## src/rtl/display_pkg.sv

```systemverilog
// Shared glyph constants for the 7-segment scan display.
// All patterns are active-low, bit 0 = segment a ... bit 6 = segment g.
package display_pkg;

    localparam logic [6:0] SEG_DIGIT [0:9] = '{
        7'h40, 7'h79, 7'h24, 7'h30, 7'h19,
        7'h12, 7'h02, 7'h78, 7'h00, 7'h10
    };

    localparam logic [6:0] SEG_DASH = 7'h3F;
    localparam logic [6:0] SEG_OFF  = 7'h7F;
    localparam logic [3:0] AN_OFF   = 4'b1111;

endpackage

```

## src/rtl/seven_seg_scan_if.sv

```systemverilog
// Digit inputs and display outputs of the scan driver.
// The producer of the digits holds master; the scan driver holds slave.
interface seven_seg_scan_if;

    logic [3:0] d0;
    logic [3:0] d1;
    logic [3:0] d2;
    logic [3:0] d3;
    logic       enable;
    logic [6:0] seg;
    logic       dp;
    logic [3:0] an;
    logic       frame_start;

    modport master (
        output d0, d1, d2, d3, enable,
        input  seg, dp, an, frame_start
    );

    modport slave (
        input  d0, d1, d2, d3, enable,
        output seg, dp, an, frame_start
    );

endinterface

```

## src/rtl/bcd_to_seg.sv

```systemverilog
// BCD to active-low 7-segment glyph.
// Values above 9 render as a dash so bad data is visible.
module bcd_to_seg
    import display_pkg::*;
(
    input  logic [3:0] bcd,
    output logic [6:0] seg
);

    // glyph lookup
    always_comb begin
        seg = SEG_DASH;
        case (bcd)
            4'd0:    seg = SEG_DIGIT[0];
            4'd1:    seg = SEG_DIGIT[1];
            4'd2:    seg = SEG_DIGIT[2];
            4'd3:    seg = SEG_DIGIT[3];
            4'd4:    seg = SEG_DIGIT[4];
            4'd5:    seg = SEG_DIGIT[5];
            4'd6:    seg = SEG_DIGIT[6];
            4'd7:    seg = SEG_DIGIT[7];
            4'd8:    seg = SEG_DIGIT[8];
            4'd9:    seg = SEG_DIGIT[9];
            default: seg = SEG_DASH;
        endcase
    end

endmodule

```

## src/rtl/seven_seg_scan.sv

```systemverilog
// 4-digit common-anode scan driver with per-frame digit snapshot,
// anode-off guard at each digit switch and leading-zero blanking.
module seven_seg_scan
    import display_pkg::*;
#(
    parameter int REFRESH_DIV  = 100000,
    parameter int BLANK_CYCLES = 1000,
    parameter int DP_DIGIT     = 2,
    parameter int LZ_BLANK     = 1
) (
    input  logic          clk,
    input  logic          reset,
    seven_seg_scan_if.slave bus
);

    localparam int PW = (REFRESH_DIV > 1) ? $clog2(REFRESH_DIV) : 1;
    localparam logic [PW-1:0] P_LAST    = PW'(REFRESH_DIV - 1);
    localparam logic [PW-1:0] BLANK_END = PW'(BLANK_CYCLES);
    localparam logic [1:0]    DP_IDX    = 2'(DP_DIGIT);

    logic [PW-1:0] presc;
    logic [1:0]    idx;
    logic [3:0]    shadow [4];
    logic          snap;
    logic          wrap;
    logic [3:0]    cur;
    logic [6:0]    glyph;
    logic [3:0]    lz_mask;
    logic          zero_hi;
    logic [3:0]    an_nxt;
    logic [6:0]    seg_nxt;
    logic          dp_nxt;

    assign wrap = (presc == P_LAST);
    assign snap = (presc == '0) && (idx == 2'd0);
    assign cur  = shadow[idx];

    bcd_to_seg u_dec (
        .bcd (cur),
        .seg (glyph)
    );

    // slot prescaler and digit index
    always_ff @(posedge clk or negedge reset) begin
        if (!reset) begin
            presc <= '0;
            idx   <= 2'd0;
        end else begin
            presc <= wrap ? '0 : presc + 1'b1;
            if (wrap)
                idx <= idx + 2'd1;
        end
    end

    // frame snapshot of the digits, with a pulse one cycle later
    always_ff @(posedge clk or negedge reset) begin
        if (!reset) begin
            shadow[0]       <= 4'd0;
            shadow[1]       <= 4'd0;
            shadow[2]       <= 4'd0;
            shadow[3]       <= 4'd0;
            bus.frame_start <= 1'b0;
        end else begin
            if (snap) begin
                shadow[0] <= bus.d0;
                shadow[1] <= bus.d1;
                shadow[2] <= bus.d2;
                shadow[3] <= bus.d3;
            end
            bus.frame_start <= snap;
        end
    end

    // a digit is blanked when it and every digit above it are zero
    always_comb begin
        zero_hi = 1'b1;
        lz_mask = 4'b0000;
        for (int k = 3; k >= 0; k--) begin
            zero_hi = zero_hi & (shadow[k] == 4'd0);
            if (LZ_BLANK != 0 && k > DP_DIGIT && k != 0)
                lz_mask[k] = zero_hi;
        end
    end

    // next display drive: dark in guard interval or when disabled
    always_comb begin
        an_nxt  = AN_OFF;
        seg_nxt = SEG_OFF;
        dp_nxt  = 1'b1;
        if (bus.enable && presc >= BLANK_END) begin
            an_nxt  = ~(4'b0001 << idx);
            seg_nxt = lz_mask[idx] ? SEG_OFF : glyph;
            dp_nxt  = (idx == DP_IDX) ? 1'b0 : 1'b1;
        end
    end

    // registered display outputs
    always_ff @(posedge clk or negedge reset) begin
        if (!reset) begin
            bus.an  <= AN_OFF;
            bus.seg <= SEG_OFF;
            bus.dp  <= 1'b1;
        end else begin
            bus.an  <= an_nxt;
            bus.seg <= seg_nxt;
            bus.dp  <= dp_nxt;
        end
    end

endmodule

```

## src/flat_wrapper.sv

```systemverilog
// flat-port wrapper written by rule: the top's interface ports become plain ports
module seven_seg_scan_flat import display_pkg::*;
#(
    parameter int REFRESH_DIV  = 100000,
    parameter int BLANK_CYCLES = 1000,
    parameter int DP_DIGIT     = 2,
    parameter int LZ_BLANK     = 1
)
  (clk, reset, bus_d0, bus_d1, bus_d2, bus_d3, bus_enable, bus_seg, bus_dp, bus_an, bus_frame_start);
  seven_seg_scan_if bus_i ();
  input  logic clk;
  input  logic reset;
  input wire logic [$bits(bus_i.d0)-1:0] bus_d0;
  input wire logic [$bits(bus_i.d1)-1:0] bus_d1;
  input wire logic [$bits(bus_i.d2)-1:0] bus_d2;
  input wire logic [$bits(bus_i.d3)-1:0] bus_d3;
  input wire logic [$bits(bus_i.enable)-1:0] bus_enable;
  output wire logic [$bits(bus_i.seg)-1:0] bus_seg;
  output wire logic [$bits(bus_i.dp)-1:0] bus_dp;
  output wire logic [$bits(bus_i.an)-1:0] bus_an;
  output wire logic [$bits(bus_i.frame_start)-1:0] bus_frame_start;
  assign bus_i.d0 = bus_d0;
  assign bus_i.d1 = bus_d1;
  assign bus_i.d2 = bus_d2;
  assign bus_i.d3 = bus_d3;
  assign bus_i.enable = bus_enable;
  assign bus_seg = bus_i.seg;
  assign bus_dp = bus_i.dp;
  assign bus_an = bus_i.an;
  assign bus_frame_start = bus_i.frame_start;
  seven_seg_scan #(.REFRESH_DIV(REFRESH_DIV), .BLANK_CYCLES(BLANK_CYCLES), .DP_DIGIT(DP_DIGIT), .LZ_BLANK(LZ_BLANK)) u_core (.clk(clk), .reset(reset), .bus(bus_i));
endmodule
```

## config.mk

```make
export PLATFORM = sky130hd
export DESIGN_NAME = seven_seg_scan_flat
export DESIGN_NICKNAME = d
export VERILOG_FILES = /design/src/rtl/display_pkg.sv /design/src/rtl/seven_seg_scan_if.sv /design/src/rtl/bcd_to_seg.sv /design/src/rtl/seven_seg_scan.sv /design/src/flat_wrapper.sv
export SDC_FILE = /design/constraint.sdc
export NUM_CORES = 1
export LEC_CHECK = 0
export ABC_AREA = 1
export ABC_CLOCK_PERIOD_IN_PS = 1700
export CAP_MARGIN = 5
export CORE_MARGIN = 1
export CORE_UTILIZATION = 50
export DETAILED_ROUTE_END_ITERATION = 7
export DONT_BUFFER_PORTS = 1
export PLACE_DENSITY = 0.74
export REMOVE_ABC_BUFFERS = 1
export SYNTH_ARGS = -nofsm -noshare
export SYNTH_HDL_FRONTEND = slang
export SYNTH_SLANG_ARGS = --single-unit
```

## constraint.sdc

```tcl
create_clock -name clk -period 1.7 [get_ports clk]
set_clock_uncertainty 0.15 [all_clocks]
set_input_delay 0.255 -clock clk [delete_from_list [all_inputs] [get_ports clk]]
set_output_delay 0.255 -clock clk [all_outputs]
set_load 0.005 [all_outputs]
```

==> reports/qor.csv <==
metric,value,unit
hpwl,3717,µm
grt_util_all_layers,21.78,%
cts_buffer_depth,2,
worstPathRequired,1.78,ns
clock_latency,0.30,ns
clk_pin_slew,0.09,ns
final_hold_viol_count,0,
numClockSinks,47,
die_h,73.66,µm
drv_cap,0,
synthMostInstantiatedCell,nand2_1,
fin_tns_setup,0,ns
finalNetCount,399,
ant_nets,0,
wl,5523,µm
synth_common_cells,"nand2_1, nand3_1, inv_1",
grt_first_pass_wirelength,8990,µm
layout-drive-gt1-share,22.43,%
r2r-end,u_core.bus.seg[5]$_DFF_PN1_,
dieWidth,73.66,µm
rr_startpoint,u_core.idx[0]$_DFFE_PN0N_,
drt_iter0_drc,124,
startpoint_type,flip-flop,
areaGrowthSynthToFinish,23.64,%
gp_congestion,0.9374,
synth_edf_count,0,
dieArea,0.005426,mm²
p_int,1536,µW
cp_max_fo,7,
drt_first_pass_iters,4,
nFillCells,412,
startpoint,u_core.idx[0]$_DFFE_PN0N_,
p_per_area,629.0,mW/mm²
fin_hold_ws,0.06623,ns
synth.top_cell.area_share,35.09,%
place.port_buffers,0,
antenna_found_initial,0,
ios,32,
fp.coreArea,0.004817,mm²
power_frac_clock,35.2,%
slew_viol_final,0,
ys_seq_area_share,46.35,%
grt_max_degree,48,
async_reset_ff_share,100.0,%
synth_cell_type_count,24,
worst-slew-pin-transition,0.2851,ns
placed_area,0.002729,mm²
final_area,0.003174,mm²
yosys-top-cells-area,"dfrtp_1, nand2_1, dfstp_2",
hp-class,in2reg,
initial_core_util,53.30,%
rows,25,
fmaxAchievable,591.9,MHz
path_class,reg2reg,
synth_ff_type,dfrtp_1,
p_seq_share,57.8,%
critPathArrivalTime,1.77,ns
cts_tree,yes,
viasPerCell,4.993,
final_core_util,65.90,%
netlist_instances,329,
worstSetupEndpointType,flip-flop,
root_buffer,clkbuf_8,
p_leak,0.001539,µW
avgSynthCellArea,7.804,µm²
p_sw_share,23.06,%
power,1997,µW
reg2regPathDepth,10,
cts_buffers,5,
fin_crit_sh,99.38,%
r2r_slack,0.01,ns
vias,2182,
synth_seq_cells,47,
rsz0062_at_grt,true,
relSlewSlack,80.99,%
syn_area,0.002567,mm²
outcome,"complete, no violations",
ys.warnings.count,0,
combPwrFrac,7.1,%
switchingPower,460.4,µW
setup_viol,0,
synth_area_leader_cell,dfrtp_1,
n_antenna_cell,0,
timing.critical_path.to,u_core.bus.seg[5]$_DFF_PN1_,
overflow,0,
cts_max_level,2,
ir_drop,0.0004822,V
post_drt_wl_per_cell,12.64,µm
fin_crit,1.689,ns
drc,0,
grt_pass1_vias,2039,
## repair_timing
item	CTS	global route
endpoints found under the setup margin	0	30
setup buffers	0	4
endpoints found under the hold margin	63	0
resized for setup	0	34
hold buffers	18	0
## layer usage
metal	track usage (%)	up-vias	part of all wire, %
li1	-	1096	-
met3	4.527	10	5.0
met4	7.692	0	1.4
met5	0	-	0
met1	30.16	1007	46
met2	33.84	69	47
## through the flow
step	cells	setup WS (ns)
finish	437	0.01062
global route	437	-0.06317
floorplan	325	0.03062
CTS	433	0.01559
detailed placement	407	0.03601
global placement	407	0.07753
## registers in the layout, indices dropped and copies added (netlist names)
register,flops
u_core.bus.an,4
u_core.bus.frame_start,1
u_core.bus.seg,7
u_core.idx,2
u_core.presc,17
u_core.shadow,16
## cell type report
cell class | count | area [µm²] | share of cell area [%]
tap | 67 | 83.83 | 2.641
inverter | 43 | 168.9 | 5.321
sequential | 47 | 1191 | 37.52
multi-input combinational | 235 | 1282 | 40.40
timing repair buffer | 37 | 351.6 | 11.08
clock buffer | 6 | 82.58 | 2.602
clock inverter | 2 | 13.76 | 0.4336
## worst min-delay path by stage
stage	start	to	cells after the start
detailed placement	reset	u_core.presc[4]$_DFF_PN0_	0
CTS	bus_enable	u_core.bus.seg[5]$_DFF_PN1_	3
floorplan	reset	u_core.bus.frame_start$_DFF_PN0_	0
global route	bus_enable	u_core.bus.seg[2]$_DFF_PN1_	3
finish	bus_enable	u_core.bus.seg[4]$_DFF_PN1_	3
global placement	reset	u_core.presc[3]$_DFF_PN0_	0
## critical path: stages (launching register included)
cell and delay (ns):
dfrtp_2 0.45, buf_6 0.14, nand2_1 0.07, nand3_1 0.14, nand2_4 0.15, inv_2 0.05
ha_1 0.16, inv_1 0.06, nand3_2 0.08, nand3_1 0.08, nand3_1 0.07
## cells in the final DEF, fill, tap and decap left out, drive strengths merged
cell type    count
nand2          112
nand3           42
buf             20
o21ai            4
nor3             5
dlygate4sd3     17
nand3b           1
ha              11
and3             1
nor2            46
xor2             8
dfrtp           36
clkbuf           6
dfstp           11
clkinv           1
nand4            5
inv             44
## power by group through the flow
stage / Sequential, µW / Combinational [µW] / Clock (µW)
detailed placement: 1170 / 66.3 / 0
finish: 1150 / 141 / 703
global placement: 1170 / 63.4 / 0
global route: 1160 / 158 / 779
floorplan: 1170 / 52.3 / 0
CTS: 1150 / 127 / 725
## logic make-up (layout without fill, tap and decap cells)
family | after synthesis | in the layout | synth area share [%]
compound gates | 4 | 4 | 0.7798
xor+xnor | 8 | 8 | 2.729
fa+ha+maj | 11 | 11 | 5.361
buf+inv | 47 | 88 | 7.845
flops | 47 | 47 | 46.34
simple gates | 212 | 212 | 36.94
Power figures use the tool's default switching activity.
